## config.mk

```make
export PLATFORM = sky130hd
export DESIGN_NAME = rack_jtag_byte_feeder_flat
export DESIGN_NICKNAME = d
export VERILOG_FILES = /design/src/rtl/rack_jtag_byte_feeder_if.sv /design/src/rtl/rack_jtag_byte_feeder.sv /design/src/flat_wrapper.sv
export SDC_FILE = /design/constraint.sdc
export NUM_CORES = 1
export LEC_CHECK = 0
export ABC_AREA = 1
export BUFFER_PORTS_ARGS = -buffer_cell sky130_fd_sc_hd__buf_2
export CELL_PAD_IN_SITES_DETAIL_PLACEMENT = 1
export CELL_PAD_IN_SITES_GLOBAL_PLACEMENT = 1
export CORE_UTILIZATION = 48
export CTS_CLUSTER_SIZE = 10
export DETAILED_ROUTE_END_ITERATION = 10
export GPL_TIMING_DRIVEN = 0
export PLACE_DENSITY = 0.88
export SYNTH_ARGS = -nofsm -noshare
export SYNTH_HDL_FRONTEND = slang
export SYNTH_SLANG_ARGS = --single-unit
```

## constraint.sdc

```tcl
create_clock -name clk -period 3.3 [get_ports clk]
set_input_delay 0.33 -clock clk [delete_from_list [all_inputs] [get_ports clk]]
set_output_delay 0.33 -clock clk [all_outputs]
set_load 0.05 [all_outputs]
```

## src/rtl/rack_jtag_byte_feeder_if.sv

```systemverilog
// Signal bundle between the control path / shifter and rack_jtag_byte_feeder.
// The feeder takes the slave modport; the environment driving it takes master.
interface rack_jtag_byte_feeder_if #(
   parameter int DEPTH_LOG2 = 4
);
   logic                wr;
   logic [7:0]          wr_dat;
   logic                flush;
   logic                enable;
   logic                clear_err;
   logic                full;
   logic [DEPTH_LOG2:0] level;
   logic                overflow;
   logic                ack_err;
   logic [15:0]         sent_count;
   logic                idle;
   logic                load;
   logic [7:0]          dat;
   logic                busy;

   modport master (
      output wr, wr_dat, flush, enable, clear_err, busy,
      input  full, level, overflow, ack_err, sent_count, idle, load, dat
   );

   modport slave (
      input  wr, wr_dat, flush, enable, clear_err, busy,
      output full, level, overflow, ack_err, sent_count, idle, load, dat
   );
endinterface

```

## src/rtl/rack_jtag_byte_feeder.sv

```systemverilog
// Byte FIFO feeding the RACK JTAG byte shifter: one load pulse per byte, paced by
// the shifter's busy handshake, with a completed-byte counter and sticky error flags.
module rack_jtag_byte_feeder #(
   parameter int DEPTH_LOG2  = 4,
   parameter int ACK_TIMEOUT = 8
) (
   input logic                    clk,
   input logic                    rst,
   rack_jtag_byte_feeder_if.slave bus
);
   localparam int DEPTH = 1 << DEPTH_LOG2;
   localparam int PW    = DEPTH_LOG2 + 1;

   localparam logic [1:0] ST_IDLE      = 2'd0;
   localparam logic [1:0] ST_LOAD      = 2'd1;
   localparam logic [1:0] ST_WAIT_ACK  = 2'd2;
   localparam logic [1:0] ST_WAIT_DONE = 2'd3;

   logic [7:0]    mem [DEPTH];
   logic [PW-1:0] wptr;
   logic [PW-1:0] rptr;
   logic [PW-1:0] level;
   logic [1:0]    state;
   logic [7:0]    ack_cnt;
   logic [7:0]    ack_cnt_next;
   logic [7:0]    dat;
   logic [15:0]   sent_count;
   logic          overflow;
   logic          ack_err;
   logic          full;
   logic          empty;
   logic          pop;
   logic          push;
   logic          drop;
   logic          ack_timeout;

   // A pop frees a slot in the same cycle, so a write to a full FIFO still lands then.
   assign level        = wptr - rptr;
   assign full         = (level == PW'(DEPTH));
   assign empty        = (level == '0);
   assign pop          = (state == ST_IDLE) && bus.enable && !empty && !bus.busy && !bus.flush;
   assign push         = bus.wr && !bus.flush && (!full || pop);
   assign drop         = bus.wr && !bus.flush && full && !pop;
   assign ack_cnt_next = ack_cnt + 8'd1;
   assign ack_timeout  = (state == ST_WAIT_ACK) && !bus.busy && (ack_cnt_next == 8'(ACK_TIMEOUT));

   always_ff @(posedge clk) begin
      if (push) begin
         mem[wptr[DEPTH_LOG2-1:0]] <= bus.wr_dat;
      end
   end

   always_ff @(posedge clk or posedge rst) begin
      if (rst) begin
         wptr <= '0;
         rptr <= '0;
      end else if (bus.flush) begin
         rptr <= wptr;
      end else begin
         if (push) wptr <= wptr + PW'(1);
         if (pop)  rptr <= rptr + PW'(1);
      end
   end

   // A byte that never sees busy is abandoned and not counted as sent.
   always_ff @(posedge clk or posedge rst) begin
      if (rst) begin
         state      <= ST_IDLE;
         ack_cnt    <= '0;
         dat        <= '0;
         sent_count <= '0;
      end else begin
         case (state)
            ST_IDLE: begin
               if (pop) begin
                  dat   <= mem[rptr[DEPTH_LOG2-1:0]];
                  state <= ST_LOAD;
               end
            end
            ST_LOAD: begin
               ack_cnt <= '0;
               state   <= ST_WAIT_ACK;
            end
            ST_WAIT_ACK: begin
               if (bus.busy)        state   <= ST_WAIT_DONE;
               else if (ack_timeout) state  <= ST_IDLE;
               else                 ack_cnt <= ack_cnt_next;
            end
            ST_WAIT_DONE: begin
               if (!bus.busy) begin
                  sent_count <= sent_count + 16'd1;
                  state      <= ST_IDLE;
               end
            end
            default: state <= ST_IDLE;
         endcase
      end
   end

   always_ff @(posedge clk or posedge rst) begin
      if (rst) begin
         overflow <= 1'b0;
         ack_err  <= 1'b0;
      end else begin
         if (drop)               overflow <= 1'b1;
         else if (bus.clear_err) overflow <= 1'b0;
         if (ack_timeout)        ack_err  <= 1'b1;
         else if (bus.clear_err) ack_err  <= 1'b0;
      end
   end

   assign bus.full       = full;
   assign bus.level      = level;
   assign bus.overflow   = overflow;
   assign bus.ack_err    = ack_err;
   assign bus.sent_count = sent_count;
   assign bus.idle       = (state == ST_IDLE) && empty;
   assign bus.load       = (state == ST_LOAD);
   assign bus.dat        = dat;
endmodule

```

## src/flat_wrapper.sv

```systemverilog
// flat-port wrapper written by rule: the top's interface ports become plain ports
module rack_jtag_byte_feeder_flat 
#(
   parameter int DEPTH_LOG2  = 4,
   parameter int ACK_TIMEOUT = 8
)
  (clk, rst, bus_wr, bus_wr_dat, bus_flush, bus_enable, bus_clear_err, bus_busy, bus_full, bus_level, bus_overflow, bus_ack_err, bus_sent_count, bus_idle, bus_load, bus_dat);
  rack_jtag_byte_feeder_if #(.DEPTH_LOG2(DEPTH_LOG2)) bus_i ();
  input logic clk;
  input logic rst;
  input wire logic [$bits(bus_i.wr)-1:0] bus_wr;
  input wire logic [$bits(bus_i.wr_dat)-1:0] bus_wr_dat;
  input wire logic [$bits(bus_i.flush)-1:0] bus_flush;
  input wire logic [$bits(bus_i.enable)-1:0] bus_enable;
  input wire logic [$bits(bus_i.clear_err)-1:0] bus_clear_err;
  input wire logic [$bits(bus_i.busy)-1:0] bus_busy;
  output wire logic [$bits(bus_i.full)-1:0] bus_full;
  output wire logic [$bits(bus_i.level)-1:0] bus_level;
  output wire logic [$bits(bus_i.overflow)-1:0] bus_overflow;
  output wire logic [$bits(bus_i.ack_err)-1:0] bus_ack_err;
  output wire logic [$bits(bus_i.sent_count)-1:0] bus_sent_count;
  output wire logic [$bits(bus_i.idle)-1:0] bus_idle;
  output wire logic [$bits(bus_i.load)-1:0] bus_load;
  output wire logic [$bits(bus_i.dat)-1:0] bus_dat;
  assign bus_i.wr = bus_wr;
  assign bus_i.wr_dat = bus_wr_dat;
  assign bus_i.flush = bus_flush;
  assign bus_i.enable = bus_enable;
  assign bus_i.clear_err = bus_clear_err;
  assign bus_i.busy = bus_busy;
  assign bus_full = bus_i.full;
  assign bus_level = bus_i.level;
  assign bus_overflow = bus_i.overflow;
  assign bus_ack_err = bus_i.ack_err;
  assign bus_sent_count = bus_i.sent_count;
  assign bus_idle = bus_i.idle;
  assign bus_load = bus_i.load;
  assign bus_dat = bus_i.dat;
  rack_jtag_byte_feeder #(.DEPTH_LOG2(DEPTH_LOG2), .ACK_TIMEOUT(ACK_TIMEOUT)) u_core (.clk(clk), .rst(rst), .bus(bus_i));
endmodule
```

## Word-level counts from Yosys, hierarchy flattened

Memories as Yosys holds them, arrays and structs flattened. A register that Yosys moved wholly into a read port is not among the register bits.
Index checks and enable logic that the tools add are counted.

- Bits in registers: 38
- Memory bits (writable): 128
- Input port bits: 15
- Output and inout bits: 34
- Word-level logic and storage cells: 68
- Memories kept: 1

Memory list:

| memory | words | bits a word | read ports | clocked after memory_dff | wr ports | RTL line | RTL |
|---|---|---|---|---|---|---|---|
| u_core.mem | 16 | 8 | 1 | 1 | 1 | rack_jtag_byte_feeder.sv:19 | `logic [7:0] mem [DEPTH];` |

- Add/subtract/negate cells: 5
- Equality and inequality tests: 10
- Multiplexer cells: 15
- Bitwise operators: 2
- Reduce and logical (&&, ||, !) cells: 28

Operators by type and width:

| kind | number |
|---|---|
| adder 16 x 1 -> 16 bit, second input constant | 1 |
| 2-to-1 mux 8 bit | 2 |
| case mux 8 bit (2 select lines) | 1 |
| logical AND 1 bit | 11 |
| adder 5 x 1 -> 5 bit, second input constant | 2 |
| 2-to-1 mux 5 bit | 2 |
| adder 8 x 1 -> 8 bit, second input constant | 1 |
| == test 8 x 4 -> 1 bit, second input constant | 1 |
| 2-to-1 mux 2 bit | 4 |
| case mux 2 bit (4 select lines) | 1 |
| nonzero test 2 bit | 4 |
| != test 2 bit, second input constant | 3 |
| AND reduction 2 bit | 3 |
| AND reduction 3 bit | 2 |
| == test 5 bit, second input constant | 1 |
| logical NOT 1 bit | 5 |
| logical NOT 5 bit | 1 |
| 2-to-1 mux 1 bit | 5 |
| subtractor 5 bit | 1 |
| == test 2 bit, second input constant | 2 |
| != test 3 x 2 -> 1 bit, second input constant | 1 |
| == test 2 x 1 -> 1 bit, second input constant | 1 |
| logical NOT 2 bit | 1 |
| != test 2 x 1 -> 1 bit, second input constant | 1 |
| other kinds (2) | 3 |

## Logic depth before layout (Yosys ltp)

Gate-level depths: netlist of run 1.

- Depth after elaboration: 10
- Depth in mapped cells: 14
- Mapped depth without buffers: 13

## Worst setup path after synthesis of run 1

No wires, ideal clock.

- Path kind: reg2out
- Start: reg u_core.rptr[1]
- End: out bus_full
- Data arrival time: 3.219 ns
- Required time: 2.970 ns
- Path slack: -0.249 ns
- Stages on the path, launching flop included: 8
- Buffers on the path: 1
- Path through: dfrtp_1 > inv_1 > clkbuf_1 > fa_1 > or2_1 > nor2_2 > inv_1 > nor3_1

- Cells in the longest elaborated chain, start to end: 2

RTL lines:

| element | RTL line | RTL |
|---|---|---|
| start: declaration | rack_jtag_byte_feeder.sv:21 | `logic [PW-1:0] rptr;` |
| start signal: assignment | rack_jtag_byte_feeder.sv:58 | `rptr <= wptr;` |
| start signal: assignment | rack_jtag_byte_feeder.sv:61 | `if (pop) rptr <= rptr + PW'(1);` |
| subtractor 5 bit | rack_jtag_byte_feeder.sv:38 | `assign level = wptr - rptr;` |
| named net bus_level[1] | flat_wrapper.sv:18 | `output wire logic [$bits(bus_i.level)-1:0] bus_level;` |
| == test 5 bit | rack_jtag_byte_feeder.sv:39 | `assign full = (level == PW'(DEPTH));` |
| end: declaration | flat_wrapper.sv:17 | `output wire logic [$bits(bus_i.full)-1:0] bus_full;` |

The timed path passes the listed nets, and every way through them passes these cells.

## Worst setup path in the final report of run 1

- Start: reg u_core.rptr[3]
- End: mem u_core.mem[12][1] (enable)

- Cells in the longest elaborated chain, start to end: 10
- Elaborated cells on any way between the ends: 12
- Classes of those cells: 1 x add/sub; 1 x eq/ne; 2 x mux; 8 x reduce/logical

RTL lines:

| element | RTL line | RTL |
|---|---|---|
| subtractor 5 bit (*) | rack_jtag_byte_feeder.sv:38 |  |
| logical NOT 5 bit | rack_jtag_byte_feeder.sv:40 | `assign empty = (level == '0);` |
| logical NOT 1 bit | rack_jtag_byte_feeder.sv:41 | `assign pop = (state == ST_IDLE) && bus.enable && !empty && !bus.busy && !bus.flush;` |
| logical AND 1 bit (3 in a row) | rack_jtag_byte_feeder.sv:41 |  |
| logical OR 1 bit (*) | rack_jtag_byte_feeder.sv:42 | `assign push = bus.wr && !bus.flush && (!full \|\| pop);` |
| logical AND 1 bit (*) | rack_jtag_byte_feeder.sv:42 |  |
| 2-to-1 mux 1 bit (*) | rack_jtag_byte_feeder.sv:48 | `if (push) begin` |
| 2-to-1 mux 1 bit (not written as such) (*) | rack_jtag_byte_feeder.sv:49 | `mem[wptr[DEPTH_LOG2-1:0]] <= bus.wr_dat;` |
| end: declaration | rack_jtag_byte_feeder.sv:19 |  |

Mark *: on every way between the ends. The rest lies on a longest branch, timed or not.

==> results.tsv, run 1 <==
stage	metric	value	unit
pwr	ir_drop	0.4641	mV
logic_synthesis	synth_edf_count	128	
sta	report.final.setup_viol	0	
detailed_routing	first_pass_iters	5	
sta	worst_pin_slew	620.9	ps
cells_and_area	layout-drive-gt1-share	17.73	%
worst_setup_path	r2r_cells	11	
cells_and_area	final_nets	830	
logic_synthesis	yosys_warnings	0	
logic_synthesis	synth_area_leaders	edfxtp_1, dfrtp_1, nand2_1, nor2_1, o21ai_0	
detailed_routing	wl_per_cell	22.13	µm
cts	clkSlewWorstSetupHoldPaths	60	ps
job	drv_cap	0	
cts	cts_tree	yes	
detailed_routing	drt_iter0_drc	539	
worst_setup_path	worstSetupStartpoint	u_core.rptr[3]$_DFFE_PP0P_	
floorplan	core-area	0.01589	mm²
worst_setup_path	rr_startpoint	u_core.rptr[3]$_DFFE_PP0P_	
sta	hold_slack	86.12	ps
sta	fin_setup_tns	0	ps
sta	max_freq	310.7	MHz
logic_synthesis	synth-seq-cells	174	
outcome	status	finished, final reports clean	
cts	cts_sinks	174	
global_route	antenna_found_initial	0	
global_route	overflow	0	
worst_setup_path	arrival	3290	ps
floorplan	row_count	46	
place	dp_hpwl	15.25	mm
sta	fin_skew	8.106	ps
detailed_routing	wl	22.75	mm
worst_setup_path	crit_fanout	10	
global_route	grt_max_degree	40	
pwr	power	8.433	mW
worst_setup_path	endpoint	u_core.mem[12][1]$_DFFE_PP_	
worst_setup_path	cp.required	3370	ps
logic_synthesis	yosys-top-cells-count	nand2_1, edfxtp_1, nor2_1, o21ai_0, nand3_1	
cells_and_area	syn_to_final_growth	15.40	%
logic_synthesis	synthArstFlopShare	26.44	%
detailed_routing	via_per_inst	5.804	
cts	numCtsBuffers	17	
logic_synthesis	yosysMostFrequentCell	nand2_1	
cells_and_area	fillCellCount	1755	
cts	h-tree-depth	4	
global_route	grt_pass1_wl	35.03	mm
sta	grt_setup_unrepaired	true	
floorplan	start_util	49.04	%
detailed_routing	drtAntennaViolNets	0	
logic_synthesis	avgSynthCellArea	10.63	µm²
logic_synthesis	ys.flop_type	edfxtp_1	
floorplan	chipWidth	129.4	µm
global_route	grt_usage	29.04	%
worst_setup_path	ff2ff_setup_slack	80	ps
worst_setup_path	start_kind	register	
place	gp_congestion	0.8675	
detailed_routing	vias	5966	
pwr	power_density	938.1	mW/mm²
logic_synthesis	syn_area	0.007790	mm²
worst_setup_path	reg2reg_to	u_core.mem[12][1]$_DFFE_PP_	
sta	hold_viol_final	0	
cts	cts_max_path_buffers	2	
sta	fin_crit	3219	ps
pwr	p_leak	3.538	nW
floorplan	die_area	0.01674	mm²
cts	clock_latency	440	ps
logic_synthesis	seq_area_frac_synth	64.12	%
cells_and_area	antennaDiodeCount	0	
logic_synthesis	synth_top_area_cell	edfxtp_1	
floorplan	ios	49	
worst_setup_path	end_kind	register	
logic_synthesis	synth_cell_types	36	
sta	slew_viol_final	0	
logic_synthesis	synthCells	733	
sta	maxSlewHeadroom	58.61	%
sta	period_share	97.54	%
logic_synthesis	synth_top_area_share	49.34	%
floorplan	die_h	129.4	µm
worst_setup_path	criticalPathCategory	reg -> reg	
place	portBuffers	48	
detailed_routing	drc	0	
worst_hold_path	worstHoldPathType	in -> reg	
logic_synthesis	synth_fp_nets	761	
cts	cts_root_buf	clkbuf_16	
global_route	grt_pass1_vias	6209	
==> where the power goes <==
group | leakage (nW) | total (mW) | switching, mW | internal [mW]
clock network | 0.267 | 2.03 | 0.847 | 1.18
registers | 1.74 | 2.83 | 0.246 | 2.59
logic | 1.53 | 3.58 | 2.64 | 0.932
==> layout by cell type (no fill, tap or decap), types with 4 or more instances in the layout <==
| cell type | netlist | final |
|---|---|---|
| buf_2 | 8 | 55 |
| buf_4 | 4 | 5 |
| clkbuf_1 | 14 | 15 |
| clkbuf_16 | 0 | 17 |
| clkinv_1 | 4 | 4 |
| clkinvlp_4 | 0 | 5 |
| dfrtp_1 | 46 | 45 |
| edfxtp_1 | 128 | 128 |
| ha_1 | 12 | 12 |
| inv_1 | 45 | 43 |
| inv_2 | 6 | 7 |
| nand2_1 | 137 | 137 |
| nand2_2 | 4 | 4 |
| nand3_1 | 52 | 52 |
| nand3_2 | 4 | 4 |
| nand4_1 | 4 | 4 |
| nor2_1 | 114 | 98 |
| nor2_2 | 7 | 20 |
| nor2_4 | 3 | 6 |
| o211ai_1 | 16 | 16 |
| o21ai_0 | 58 | 58 |
| o21ai_1 | 13 | 13 |
| o22ai_1 | 17 | 17 |
| xnor2_1 | 7 | 7 |
| xor2_1 | 14 | 13 |
==> flip-flops by register name, indices dropped and copies added, names as in the netlist <==
register / cells
u_core.mem: 128
u_core.state: 2
u_core.bus.ack_err: 1
u_core.bus.overflow: 1
u_core.bus.sent_count: 16
u_core.rptr: 5
u_core.wptr: 5
u_core.bus.dat: 8
u_core.ack_cnt: 8
==> worst min-delay path by stage <==
stage / from / to / depth (start not counted)
global placement: u_core.bus.dat[2]$_DFFE_PP0P_ / u_core.bus.dat[2]$_DFFE_PP0P_ / 2
global route: bus_clear_err / u_core.bus.overflow$_DFFE_PP0P_ / 2
CTS: bus_clear_err / u_core.bus.overflow$_DFFE_PP0P_ / 2
floorplan: bus_clear_err / u_core.bus.overflow$_DFFE_PP0P_ / 1
detailed placement: rst / u_core.bus.sent_count[15]$_DFFE_PP0P_ / 2
finish: bus_clear_err / u_core.bus.overflow$_DFFE_PP0P_ / 2
==> critical path: stages, from the launching register on <==
cell       delay (ps)
dfrtp_1           410
inv_1             100
clkbuf_1          420
ha_1              380
a21oi_1           210
nand3_1           110
nand2_1           150
inv_2              70
o2111ai_4         110
nand2_1           150
buf_2             260
nor2_2            500
==> area by class of cell <==
class                      count  area (µm²)  share of cell area [%]
multi-input combinational    476        2516                   27.99
timing repair buffer          51       280.3                   3.118
inverter                      55       210.2                   2.338
clock buffer                  19       432.9                   4.816
sequential                   174        4996                   55.57
buffer                        27       141.4                   1.573
tap                          216       270.3                   3.006
clock inverter                10       142.6                   1.587
==> stage by stage <==
step                area (µm²)  worst slack, ps  util (%)  cells
floorplan                 7807            180.7         -    733
finish                    8990            81.12     56.59   1028
global route              8990           -76.54     56.59   1028
CTS                       8949           -19.69     56.33   1028
detailed placement        8338           -345.6     52.49    998
global placement          8318           -201.8     52.36    997
==> layer usage <==
layer  global-route usage (%)  part of all wire, %
met4                    15.09                  3.9
met2                    49.02                   51
met3                    5.409                  5.2
met5                        0                    0
met1                    35.74                   40
==> cell families after synthesis <==
group	Yosys count	synth area share [%]
xor gates and xnor gates	21	2.361
and+or+nand+nor	332	18.54
buffers and inverters	83	4.513
adders and majority gates	13	2.184
DFF	174	64.12
muxes	1	0.1445
AOI/OAI and AO/OA	109	8.143
==> repair_timing <==
action,CTS,global route
buffers inserted,1,0
endpoints found under the setup margin,130,122
pin swaps,0,0
hold endpoints to repair,7,0
cloned,0,0
gates resized for setup,8,14
hold buffers,1,0
(Power assumes the default switching activity.)
==> run 2, diff against run 1 <==
- CORE_UTILIZATION: 48 -> 50
- CTS_BUF_LIST: not set -> sky130_fd_sc_hd__clkbuf_8
- CTS_CLUSTER_SIZE: 10 -> 20
- PLACE_DENSITY: 0.88 -> 0.91
==> results.tsv, run 2 (synthesis gave the netlist of run 1 again) <==
stage	metric	value	unit	change
worst_setup_path	crit_path_frequent_cell	nand2_1		
floorplan	core-area	0.01520	mm²	-4.3%
detailed_routing	first_pass_iters	6		+1
cells_and_area	layout_common_cells	nand2_1, edfxtp_1, nor2_1		
sta	maxSlewHeadroom	61.94	%	+3.3 points
floorplan	die_h	126.8	µm	-2.0%
worst_setup_path	end_kind	register		
worst_setup_path	start_kind	register		
cells_and_area	fin_area	0.008805	mm²	-2.1%
cts	h-tree-depth	4		unchanged
cells_and_area	antennaDiodeCount	0		unchanged
outcome	status	finished, final reports clean		
worst_setup_path	cp.required	3430	ps	+60 ps
sta	fin_crit	3267	ps	+47.93 ps
detailed_routing	drt-met1-wl	9.022	mm	-0.12%
detailed_routing	drt_iter0_drc	584		+8.3%
global_route	grt_pass1_wl	35.70	mm	+1.9%
pwr	p_leak	3.474	nW	-1.8%
sta	hold_viol_final	0		unchanged
detailed_routing	top_layer	met4		
sta	max_freq	306.1	MHz	-1.5%
sta	fin_skew	14.61	ps	+6.508 ps
sta	slew_viol_final	0		unchanged
job	drv_cap	0		unchanged
worst_setup_path	cpPeakStageDelay	480	ps	-20 ps
sta	worst_pin_slew	570.9	ps	-50.02 ps
worst_setup_path	arrival	3400	ps	+110 ps
cts	cts_sinks	174		unchanged
cts	cts_root_buf	clkbuf_8		
worst_hold_path	worstHoldPathType	in -> reg		
worst_setup_path	slowest_stage	nor2_2		
cells_and_area	final_nets	831		+0.12%
global_route	grt_max_degree	26		-35%
floorplan	ios	49		unchanged
cells_and_area	syn_to_final_growth	13.03	%	
cts	numCtsBuffers	17		unchanged
place	dp_hpwl	15.83	mm	+3.8%
floorplan	die_area	0.01608	mm²	-3.9%
sta	grt_setup_unrepaired	true		
worst_setup_path	crit_fanout	10		unchanged
global_route	overflow	0		unchanged
cells_and_area	final_core_util	57.92	%	+1.3 points
floorplan	row_count	45		-2.2%
global_route	antenna_found_initial	0		unchanged
detailed_routing	wl	23.14	mm	+1.7%
sta	report.final.setup_viol	0		unchanged
cells_and_area	largest_reg_flops	128		unchanged
worst_setup_path	path_cells	inv_1, clkbuf_1, ha_1, a21oi_1, nand3_1, nand2_1, inv_2, o2111ai_4, nand2_1, buf_2, nor2_2		
pwr	power_density	907.9	mW/mm²	-3.2%
pwr	ir_drop	0.4074	mV	-12%
cts	cts_max_path_buffers	2		unchanged
global_route	grt_pass1_vias	6311		+1.6%
detailed_routing	wl_per_cell	23.05	µm	+4.1%
detailed_routing	dr_wl_met3	1.322	mm	+12%
detailed_routing	drc	0		unchanged
worst_setup_path	criticalPathCategory	reg -> reg		
cts	clock_latency	480	ps	+40 ps
cts	cts_tree	yes		
place	portBuffers	48		unchanged
detailed_routing	wl_met2	11.85	mm	+1.6%
cts	clkSlewWorstSetupHoldPaths	100	ps	+40 ps
cells_and_area	fillCellCount	1637		-6.7%
cells_and_area	layout-drive-gt1-share	18.63	%	+0.89 points
detailed_routing	drtAntennaViolNets	0		unchanged
cells_and_area	final_common_cell	nand2_1		
detailed_routing	via_per_inst	5.957		+2.6%
floorplan	start_util	51.24	%	+2.2 points
detailed_routing	vias	5981		+0.25%
floorplan	chipWidth	126.8	µm	-2.0%
place	dpl_cell_area	0.008303	mm²	-0.42%
sta	period_share	98.99	%	+1.5 points
global_route	grt_usage	30.17	%	+1.1 points
place	gp_congestion	0.8663		-0.14%
## run 2: metrics by stage
stage          power (mW)  setup slack (ps)  std cells  hold WS (ps)  setup TNS, ps
3_3_place_gp        6.040            -166.8        969         466.7         -12840
2_1_floorplan       5.199             180.7        733         421.8              0
6_report            7.994             33.19       1004         29.67              0
5_1_grt             8.313            -110.6       1004         36.04          -4413
3_5_place_dp        6.315            -410.3        970         400.2         -37880
4_1_cts             7.886            -149.6       1004         13.57          -6028
## run 2: path summary, 6_finish.rpt
check / slack (ps) / to / cells after the start / from
hold reg to reg: 500 / u_core.bus.sent_count[13]$_DFFE_PP0P_ / 1 / u_core.bus.sent_count[13]$_DFFE_PP0P_
max in group asynchronous: 2320 / u_core.rptr[1]$_DFFE_PP0P_ / 4 / rst
setup / recovery: 30 / u_core.mem[7][4]$_DFFE_PP_ / 11 / u_core.rptr[3]$_DFFE_PP0P_
min in group asynchronous: 430 / u_core.bus.sent_count[15]$_DFFE_PP0P_ / 3 / rst
setup reg to reg: 30 / u_core.mem[7][4]$_DFFE_PP_ / 11 / u_core.rptr[3]$_DFFE_PP0P_
hold / removal: 30 / u_core.bus.overflow$_DFFE_PP0P_ / 2 / bus_clear_err
## run 2: cell type report
cell class                 count  area (µm²)  share of cell area [%]
sequential                   174        4997                   56.76
multi-input combinational    476        2529                   28.72
timing repair buffer          52       290.3                   3.297
tap                          188       235.2                   2.672
clock buffer                  17       234.0                   2.657
inverter                      55       210.2                   2.387
clock inverter                15       167.7                   1.904
buffer                        27       141.4                   1.606
## run 2: what timing repair did
item                                   4_1_cts  5_1_grt
hold buffers                                 1        0
resized for setup                            9       18
endpoints found under the hold margin       21        0
setup endpoints to repair                  130       89
setup buffers                                2        0
## run 2: where the power goes
group          internal [mW]  total [mW]  switching [mW]  leakage, nW
registers               2.58        2.84           0.255         1.74
logic                  0.947        3.63            2.69         1.53
clock network          0.633        1.52           0.888        0.202
total                   4.16        7.99            3.83         3.47
## run 2: per-layer routing
metal / GRT usage [%] / vias up
met5: 0 / -
met4: 15.34 / 0
met3: 4.892 / 79
met2: 50.97 / 263
met1: 37.74 / 3003
li1: - / 2636
## run 2: worst max-delay path: cells and delay by family (launching register included)
family          cells  cell delay, ps
simple gates        4             910
buf+inv             4             860
compound gates      2             320
fa+ha+maj           1             380
flops               1             440
